===== src/rtl/fp_addmul_pipe_if.sv =====
// Operand-issue / result-writeback bundle for fp_addmul_pipe.
// The unit is the slave: it takes operand beats and offers results.
interface fp_addmul_pipe_if #(
  parameter int EXP_WIDTH  = 8,
  parameter int FRAC_WIDTH = 23,
  parameter int INST_WIDTH = 2
);
  localparam int DATA_WIDTH = 1 + EXP_WIDTH + FRAC_WIDTH;

  // Beats move on valid & ready at the rising clock edge; an offered beat
  // (valid high) keeps its payload stable until it is taken.
  logic [DATA_WIDTH-1:0] i_data_a;
  logic [DATA_WIDTH-1:0] i_data_b;
  logic [INST_WIDTH-1:0] i_inst;
  logic                  i_valid;
  logic                  o_ready;
  logic [DATA_WIDTH-1:0] o_data;
  logic [3:0]            o_flags;
  logic                  o_valid;
  logic                  i_ready;

  modport slave (
    input  i_data_a, i_data_b, i_inst, i_valid, i_ready,
    output o_ready, o_data, o_flags, o_valid
  );

  modport master (
    output i_data_a, i_data_b, i_inst, i_valid, i_ready,
    input  o_ready, o_data, o_flags, o_valid
  );
endinterface


===== src/rtl/fp_addmul_pipe.sv =====
// 3-stage pipelined float add/sub/mul (unpack-align, combine-normalize, round-pack).
// Define FPU_RTZ_EN for round-toward-zero with overflow saturating to max finite.
module fp_addmul_pipe #(
  parameter int EXP_WIDTH  = 8,
  parameter int FRAC_WIDTH = 23,
  parameter int DATA_WIDTH = 1 + EXP_WIDTH + FRAC_WIDTH,
  parameter int INST_WIDTH = 2
) (
  input  logic              i_clk,
  input  logic              i_rst_n,
  fp_addmul_pipe_if.slave   fpu_if
);
  localparam int E   = EXP_WIDTH;
  localparam int F   = FRAC_WIDTH;
  localparam int M   = F + 1;
  localparam int W   = F + 4;
  localparam int XW  = E + 2;
  localparam int PW  = 2 * M;
  localparam int LZW = $clog2(W) + 1;
  localparam logic [E-1:0]            EXP_ONES = '1;
  localparam logic signed [XW-1:0]    BIAS     = XW'((1 << (E - 1)) - 1);
  localparam logic signed [XW-1:0]    EXP_MAX  = {2'b00, EXP_ONES};
  localparam logic signed [XW-1:0]    EXP_ZERO = '0;
  localparam logic [DATA_WIDTH-1:0]   QNAN     = {1'b0, EXP_ONES, 1'b1, {(F-1){1'b0}}};
  localparam logic [INST_WIDTH-1:0]   OP_ADD   = INST_WIDTH'(0);
  localparam logic [INST_WIDTH-1:0]   OP_SUB   = INST_WIDTH'(1);
  localparam logic [INST_WIDTH-1:0]   OP_MUL   = INST_WIDTH'(2);

  logic adv;
  logic v1_q, v2_q, v3_q;

  // Stage 1: unpack, classify, align / multiply
  logic                  sa, sb, za, zb, ia, ib, na, nb, a_big, is_mul, is_rsv;
  logic [E-1:0]          ea, eb, el, es, d;
  logic [F-1:0]          fa, fb;
  logic [M-1:0]          ma, mb, ml, ms;
  logic [W-1:0]          al_s;
  logic [2*W-1:0]        sh;
  logic signed [XW-1:0]  exp_m;
  logic [PW-1:0]         prod;
  logic                  spec1_d;
  logic [DATA_WIDTH-1:0] sdata1_d;
  logic [3:0]            sflags1_d;

  always_comb begin
    sa     = fpu_if.i_data_a[DATA_WIDTH-1];
    ea     = fpu_if.i_data_a[DATA_WIDTH-2:F];
    fa     = fpu_if.i_data_a[F-1:0];
    eb     = fpu_if.i_data_b[DATA_WIDTH-2:F];
    fb     = fpu_if.i_data_b[F-1:0];
    sb     = fpu_if.i_data_b[DATA_WIDTH-1] ^ (fpu_if.i_inst == OP_SUB);
    is_mul = (fpu_if.i_inst == OP_MUL);
    is_rsv = (fpu_if.i_inst != OP_ADD) && (fpu_if.i_inst != OP_SUB) && !is_mul;
    za     = (ea == '0);
    zb     = (eb == '0);
    ia     = (ea == EXP_ONES) && (fa == '0);
    ib     = (eb == EXP_ONES) && (fb == '0);
    na     = (ea == EXP_ONES) && (fa != '0);
    nb     = (eb == EXP_ONES) && (fb != '0);
    // Subnormals flush to zero by dropping their fraction along with the hidden bit
    ma     = za ? '0 : {1'b1, fa};
    mb     = zb ? '0 : {1'b1, fb};
    a_big  = ({ea, ma} >= {eb, mb});
    el     = a_big ? ea : eb;
    es     = a_big ? eb : ea;
    ml     = a_big ? ma : mb;
    ms     = a_big ? mb : ma;
    d      = el - es;
    sh     = {ms, 3'b000, {W{1'b0}}} >> d;
    if (32'(d) > 32'(W - 1)) al_s = {{(W-1){1'b0}}, |ms};
    else                     al_s = sh[2*W-1:W] | {{(W-1){1'b0}}, |sh[W-1:0]};
    exp_m  = $signed({2'b00, ea}) + $signed({2'b00, eb}) - BIAS;
    prod   = {{M{1'b0}}, ma} * {{M{1'b0}}, mb};

    spec1_d   = 1'b0;
    sdata1_d  = '0;
    sflags1_d = 4'b0000;
    if (is_rsv) begin
      spec1_d   = 1'b1;
      sflags1_d = 4'b1000;
    end else if (na || nb) begin
      spec1_d  = 1'b1;
      sdata1_d = QNAN;
    end else if (is_mul) begin
      if ((ia || ib) && (za || zb)) begin
        spec1_d   = 1'b1;
        sdata1_d  = QNAN;
        sflags1_d = 4'b1000;
      end else if (ia || ib) begin
        spec1_d  = 1'b1;
        sdata1_d = {sa ^ sb, EXP_ONES, {F{1'b0}}};
      end
    end else if (ia && ib && (sa != sb)) begin
      spec1_d   = 1'b1;
      sdata1_d  = QNAN;
      sflags1_d = 4'b1000;
    end else if (ia || ib) begin
      spec1_d  = 1'b1;
      sdata1_d = {ia ? sa : sb, EXP_ONES, {F{1'b0}}};
    end
  end

  logic                  mul1_q, spec1_q, sign1_q, esub1_q, zero1_q;
  logic [DATA_WIDTH-1:0] sdata1_q;
  logic [3:0]            sflags1_q;
  logic signed [XW-1:0]  exp1_q;
  logic [W-1:0]          sigl1_q, sigs1_q;
  logic [PW-1:0]         prod1_q;

  // Stage 2: effective add/subtract with normalisation, or product normalisation
  logic [W:0]            sum;
  logic [W-1:0]          diff;
  logic [PW-1:0]         pn;
  logic [LZW-1:0]        lz;
  logic                  found;
  logic [W-1:0]          mant2_d;
  logic signed [XW-1:0]  exp2_d;
  logic                  zero2_d, sign2_d;

  always_comb begin
    sum     = {1'b0, sigl1_q} + {1'b0, sigs1_q};
    diff    = sigl1_q - sigs1_q;
    pn      = prod1_q[PW-1] ? prod1_q : (prod1_q << 1);
    lz      = '0;
    found   = 1'b0;
    for (int i = W - 1; i >= 0; i--) begin
      if (!found) begin
        if (diff[i]) found = 1'b1;
        else         lz    = lz + 1'b1;
      end
    end
    mant2_d = '0;
    exp2_d  = exp1_q;
    zero2_d = 1'b0;
    sign2_d = sign1_q;
    if (mul1_q) begin
      exp2_d  = exp1_q + $signed({{(XW-1){1'b0}}, prod1_q[PW-1]});
      mant2_d = {pn[PW-1:F-1], |pn[F-2:0]};
      zero2_d = zero1_q;
    end else if (!esub1_q) begin
      zero2_d = (sum == '0);
      if (sum[W]) begin
        mant2_d = {sum[W:2], |sum[1:0]};
        exp2_d  = exp1_q + $signed({{(XW-1){1'b0}}, 1'b1});
      end else begin
        mant2_d = sum[W-1:0];
      end
    end else begin
      zero2_d = (diff == '0);
      mant2_d = diff << lz;
      exp2_d  = exp1_q - $signed({{(XW-LZW){1'b0}}, lz});
      if (diff == '0) sign2_d = 1'b0;
    end
  end

  logic                  spec2_q, sign2_q, zero2_q;
  logic [DATA_WIDTH-1:0] sdata2_q;
  logic [3:0]            sflags2_q;
  logic signed [XW-1:0]  exp2_q;
  logic [W-1:0]          mant2_q;

  // Stage 3: round on {LSB, G, R|S}, then range-check and pack
  logic                  inc, inexact;
  logic [M:0]            rounded;
  logic signed [XW-1:0]  exp_r;
  logic [F-1:0]          frac_r;
  logic [DATA_WIDTH-1:0] data3_d;
  logic [3:0]            flags3_d;

  always_comb begin
    inexact = |mant2_q[2:0];
`ifdef FPU_RTZ_EN
    inc     = 1'b0;
`else
    inc     = mant2_q[2] & (mant2_q[1] | mant2_q[0] | mant2_q[3]);
`endif
    rounded = {1'b0, mant2_q[W-1:3]} + {{M{1'b0}}, inc};
    exp_r   = exp2_q + $signed({{(XW-1){1'b0}}, rounded[M]});
    frac_r  = rounded[M] ? rounded[F:1] : rounded[F-1:0];
    data3_d  = {sign2_q, exp_r[E-1:0], frac_r};
    flags3_d = {3'b000, inexact};
    if (spec2_q) begin
      data3_d  = sdata2_q;
      flags3_d = sflags2_q;
    end else if (zero2_q) begin
      data3_d  = {sign2_q, {(DATA_WIDTH-1){1'b0}}};
      flags3_d = 4'b0000;
    end else if (exp_r >= EXP_MAX) begin
`ifdef FPU_RTZ_EN
      data3_d  = {sign2_q, EXP_ONES - 1'b1, {F{1'b1}}};
`else
      data3_d  = {sign2_q, EXP_ONES, {F{1'b0}}};
`endif
      flags3_d = 4'b0101;
    end else if (exp_r <= EXP_ZERO) begin
      data3_d  = {sign2_q, {(DATA_WIDTH-1){1'b0}}};
      flags3_d = 4'b0011;
    end
  end

  logic [DATA_WIDTH-1:0] data3_q;
  logic [3:0]            flags3_q;

  // The whole pipe moves together whenever the output slot is free or draining
  assign adv            = ~v3_q | fpu_if.i_ready;
  assign fpu_if.o_ready = adv;
  assign fpu_if.o_valid = v3_q;
  assign fpu_if.o_data  = data3_q;
  assign fpu_if.o_flags = flags3_q;

  always_ff @(posedge i_clk or negedge i_rst_n) begin
    if (!i_rst_n) begin
      v1_q <= 1'b0; v2_q <= 1'b0; v3_q <= 1'b0;
      mul1_q <= 1'b0; spec1_q <= 1'b0; sign1_q <= 1'b0; esub1_q <= 1'b0; zero1_q <= 1'b0;
      sdata1_q <= '0; sflags1_q <= '0; exp1_q <= '0; sigl1_q <= '0; sigs1_q <= '0; prod1_q <= '0;
      spec2_q <= 1'b0; sign2_q <= 1'b0; zero2_q <= 1'b0;
      sdata2_q <= '0; sflags2_q <= '0; exp2_q <= '0; mant2_q <= '0;
      data3_q <= '0; flags3_q <= '0;
    end else if (adv) begin
      v1_q <= fpu_if.i_valid;
      v2_q <= v1_q;
      v3_q <= v2_q;
      if (fpu_if.i_valid) begin
        mul1_q    <= is_mul;
        spec1_q   <= spec1_d;
        sdata1_q  <= sdata1_d;
        sflags1_q <= sflags1_d;
        sign1_q   <= is_mul ? (sa ^ sb) : (a_big ? sa : sb);
        esub1_q   <= sa ^ sb;
        zero1_q   <= za | zb;
        exp1_q    <= is_mul ? exp_m : $signed({2'b00, el});
        sigl1_q   <= {ml, 3'b000};
        sigs1_q   <= al_s;
        prod1_q   <= prod;
      end
      if (v1_q) begin
        spec2_q   <= spec1_q;
        sdata2_q  <= sdata1_q;
        sflags2_q <= sflags1_q;
        sign2_q   <= sign2_d;
        zero2_q   <= zero2_d;
        exp2_q    <= exp2_d;
        mant2_q   <= mant2_d;
      end
      if (v2_q) begin
        data3_q  <= data3_d;
        flags3_q <= flags3_d;
      end
    end
  end
endmodule


===== src/flat_wrapper.sv =====
// flat-port wrapper written by rule: the top's interface ports become plain ports
module fp_addmul_pipe_flat 
#(
  parameter int EXP_WIDTH  = 8,
  parameter int FRAC_WIDTH = 23,
  parameter int DATA_WIDTH = 1 + EXP_WIDTH + FRAC_WIDTH,
  parameter int INST_WIDTH = 2
)
  (i_clk, i_rst_n, fpu_if_i_data_a, fpu_if_i_data_b, fpu_if_i_inst, fpu_if_i_valid, fpu_if_i_ready, fpu_if_o_ready, fpu_if_o_data, fpu_if_o_flags, fpu_if_o_valid);
  fp_addmul_pipe_if #(.EXP_WIDTH(EXP_WIDTH), .FRAC_WIDTH(FRAC_WIDTH), .INST_WIDTH(INST_WIDTH)) fpu_if_i ();
  input  logic i_clk;
  input  logic i_rst_n;
  input wire logic [$bits(fpu_if_i.i_data_a)-1:0] fpu_if_i_data_a;
  input wire logic [$bits(fpu_if_i.i_data_b)-1:0] fpu_if_i_data_b;
  input wire logic [$bits(fpu_if_i.i_inst)-1:0] fpu_if_i_inst;
  input wire logic [$bits(fpu_if_i.i_valid)-1:0] fpu_if_i_valid;
  input wire logic [$bits(fpu_if_i.i_ready)-1:0] fpu_if_i_ready;
  output wire logic [$bits(fpu_if_i.o_ready)-1:0] fpu_if_o_ready;
  output wire logic [$bits(fpu_if_i.o_data)-1:0] fpu_if_o_data;
  output wire logic [$bits(fpu_if_i.o_flags)-1:0] fpu_if_o_flags;
  output wire logic [$bits(fpu_if_i.o_valid)-1:0] fpu_if_o_valid;
  assign fpu_if_i.i_data_a = fpu_if_i_data_a;
  assign fpu_if_i.i_data_b = fpu_if_i_data_b;
  assign fpu_if_i.i_inst = fpu_if_i_inst;
  assign fpu_if_i.i_valid = fpu_if_i_valid;
  assign fpu_if_i.i_ready = fpu_if_i_ready;
  assign fpu_if_o_ready = fpu_if_i.o_ready;
  assign fpu_if_o_data = fpu_if_i.o_data;
  assign fpu_if_o_flags = fpu_if_i.o_flags;
  assign fpu_if_o_valid = fpu_if_i.o_valid;
  fp_addmul_pipe #(.EXP_WIDTH(EXP_WIDTH), .FRAC_WIDTH(FRAC_WIDTH), .DATA_WIDTH(DATA_WIDTH), .INST_WIDTH(INST_WIDTH)) u_core (.i_clk(i_clk), .i_rst_n(i_rst_n), .fpu_if(fpu_if_i));
endmodule

===== config.mk =====
export PLATFORM = sky130hd
export DESIGN_NAME = fp_addmul_pipe_flat
export DESIGN_NICKNAME = d
export VERILOG_FILES = /design/src/rtl/fp_addmul_pipe_if.sv /design/src/rtl/fp_addmul_pipe.sv /design/src/flat_wrapper.sv
export SDC_FILE = /design/constraint.sdc
export NUM_CORES = 2
export LEC_CHECK = 0
export ABC_AREA = 1
export BUFFER_PORTS_ARGS = -buffer_cell sky130_fd_sc_hd__buf_4
export CAP_MARGIN = 10
export CORE_UTILIZATION = 60
export CTS_CLUSTER_SIZE = 16
export DETAILED_ROUTE_END_ITERATION = 10
export PLACE_DENSITY = 0.77
export SYNTH_ARGS = -nofsm -noshare
export SYNTH_HDL_FRONTEND = slang
export SYNTH_SLANG_ARGS = --single-unit

===== constraint.sdc =====
create_clock -name i_clk -period 13.8 [get_ports i_clk]
set_input_delay 1.38 -clock i_clk [delete_from_list [all_inputs] [get_ports i_clk]]
set_output_delay 1.38 -clock i_clk [all_outputs]
set_load 0.005 [all_outputs]

==> impl_metrics.toml <==
[setup_path]
required_ps = 14300
reg2reg_from = "u_core.sigl1_q[19]"
worstSetupStartpoint = "u_core.sigl1_q[19]"
cp_num_cells = 102
critPathBufInv = 15
endpoint = "u_core.exp2_q[9]"
crit_family = "adder cells"
reg2regPathDepth = 102
start_kind = "flop"
cp.arrival_ps = 13470
endpoint_kind = "flop"
ff2ff_setup_slack_ps = 830
cp_max_fo = 8
rr_endpoint = "u_core.exp2_q[9]"
slowest_delay_ps = 430
cp_slowest_cell = "dfrtp_1"
cp_common_cell = "nand2_1"
critPathKind = "reg -> reg"

[timing]
post-route-period-util = 0.940
worstMarginPinSlew_ps = 1130
max_slew_margin = 0.224
setup-violations-final = 0
period_needed_ps = 12970
max_freq_mhz = 77.1
fin_skew_ps = 26.2
report.final.slew_viol_count = 0
hold_viol = 0

[floorplan]
die_w_um = 257
pin_count = 108
rows = 93
die-height_um = 257
die_area_um2 = 66100
core_area_um2 = 64300
start_util = 0.607

[global_routing]
overflow = 0
antenna_found_initial = 2
grt_pass1_vias = 36800
track_usage = 0.392
grt_max_degree = 89
grt_pass1_wl_um = 202000

[yosys]
ys_top_cells_by_area = "fa_1 (25%), dfrtp_1 (13%), nand2_1 (13%)"
avgSynthCellArea_um2 = 7.08
synth_area_um2 = 39100
synth_top_area_frac = 0.248
synth_nets = 6400
synth_edf_count = 0
ys_seq_elements = 201
synthFlopType = "dfrtp_1"
ys_warn_count = 0
yosysTopAreaCell = "fa_1"
postSynth.asyncResetShare = 1.00
netlist_instances = 5521
ys_types = 76
ys_seq_area_frac = 0.129

[clock_tree]
numCtsBuffers = 25
cts_tree = "built"
htree_levels = 1
clkTransAtPathRegs_ps = 70
cts.sinks = 201
cts-root-buf = "clkbuf_16"
postCtsHoldBufs = 0
cts_max_path_buffers = 3
worstSkewPairLatency_ps = 580

[final_layout]
final_common_cell = "nand2_1"
nets = 6410
antenna_cells = 0
drive_above_1_share = 0.0962
final_cell_mix = "nand2_1 (1,284), inv_1 (975), nor2_1 (598), fa_1 (485), ha_1 (295)"
area_growth_pct = 7.98
fin_util = 0.656

[place]
dpl.hpwl_um = 102000
gp_congestion = 1.00
port_buffers = 107

[outcome]
status = "finished, final reports clean"

[flow_run]
cap_violations = 0

[hold_path]
hold_class = "reg -> reg"

[detailed_routing]
wl_per_cell_um = 20.2
antenna_left = 0
drc = 0
routed_wirelength_um = 129000
via_per_inst = 5.77
drtPass1Iterations = 8
vias = 37000
drt_iter0_drc = 3521
registers in the layout, summed over array words and instances, names as in the netlist, 3 cells and up:
register,cells
u_core.exp1_q,10
u_core.exp2_q,10
u_core.fpu_if.o_data,32
u_core.fpu_if.o_flags,4
u_core.mant2_q,27
u_core.prod1_q,48
u_core.sdata1_q,3
u_core.sdata2_q,3
u_core.sigl1_q,24
u_core.sigs1_q,27
cell families (layout without fill, tap and decap cells):
| logic type | after synthesis | in the layout | synth area share |
|---|---|---|---|
| xor gates and xnor gates | 119 | 119 | 0.0267 |
| and+or+nand+nor | 2435 | 2435 | 0.262 |
| AOI/OAI and AO/OA | 687 | 687 | 0.0996 |
| adders and majority gates | 809 | 809 | 0.352 |
| muxes | 10 | 10 | 0.00259 |
| DFF | 201 | 201 | 0.129 |
| buffers and inverters | 1260 | 1289 | 0.128 |
through the flow:
stage          hold slack (ps)  instance area [um2]  setup slack (ps)  TNS [ps]  std cells
2_1_floorplan              432                39100              1330         0       5521
3_3_place_gp               452                40500               453         0       6341
3_5_place_dp               462                40500               190         0       6341
4_1_cts                    478                41400               141         0       6387
5_1_grt                    509                42200              -203      -652       6405
6_report                   475                42200               831         0       6405
cells in the mapped netlist, types with 5 or more instances:
| cell type | number |
|---|---|
| nand2_1 | 1314 |
| inv_1 | 990 |
| nor2_1 | 622 |
| fa_1 | 485 |
| ha_1 | 324 |
| o21ai_0 | 271 |
| nand3_1 | 249 |
| a21oi_1 | 219 |
| dfrtp_1 | 201 |
| clkbuf_1 | 154 |
| xor2_1 | 93 |
| nand4_1 | 62 |
| nand2_2 | 50 |
| o211ai_1 | 45 |
| nor3_1 | 32 |
| inv_2 | 31 |
| buf_4 | 26 |
| xnor2_1 | 26 |
| o21ai_1 | 25 |
| o22ai_1 | 23 |
| a31oi_1 | 21 |
| nor4_1 | 21 |
| buf_1 | 17 |
| nand3_2 | 17 |
| o31ai_1 | 16 |
| buf_6 | 14 |
| nor2_2 | 14 |
| o21bai_1 | 13 |
| clkinv_1 | 12 |
| mux2i_1 | 9 |
| or2_2 | 9 |
| nor2_4 | 8 |
| o221ai_1 | 8 |
| a32o_1 | 7 |
| and2_1 | 7 |
| nand3b_1 | 7 |
| o21a_1 | 7 |
| buf_2 | 6 |
| nand2_4 | 5 |
layer usage:
metal	vias up	wire (um)	GRT usage
met5	-	18	0
met4	2	7760	0.201
met3	432	12100	0.0677
met2	1754	58400	0.633
met1	17700	51000	0.506
li1	17100	-	-
how the worst min path moves through the flow:
stage | slack (ps) | cells after the start | start | endpoint
after floorplan | 430 | 2 | u_core.v2_q | u_core.fpu_if.o_valid
after global placement | 450 | 2 | u_core.v2_q | u_core.fpu_if.o_valid
after detailed placement | 460 | 2 | u_core.prod1_q[3] | u_core.prod1_q[3]
after CTS | 480 | 2 | u_core.prod1_q[3] | u_core.prod1_q[3]
after global routing | 510 | 2 | u_core.fpu_if.o_data[14] | u_core.fpu_if.o_data[14]
final | 470 | 2 | u_core.prod1_q[3] | u_core.prod1_q[3]
area by class of cell:
type | instances | area [um2]
repair inverters | 1 | 8.76
flip-flops and latches | 201 | 5030
repair buffers | 206 | 1550
inverters | 1036 | 3910
clock buffers | 31 | 698
well taps | 855 | 1070
fillers | 5835 | 22200
multi-input cells | 4060 | 29700
clock inverters | 15 | 190
repair_timing:
item | in CTS | in global routing
setup endpoints to repair | 0 | 36
gates resized for setup | 0 | 161
setup buffers | 0 | 16
tightest hold or removal path, stage by stage (launching register included):
cell and delay, ps:
dfrtp_1 340, nand2_1 50, nand2_1 50
Power is left out: the tool's default activity adds up to more than one toggle a clock period on the data nets, which glitch-free logic cannot reach.
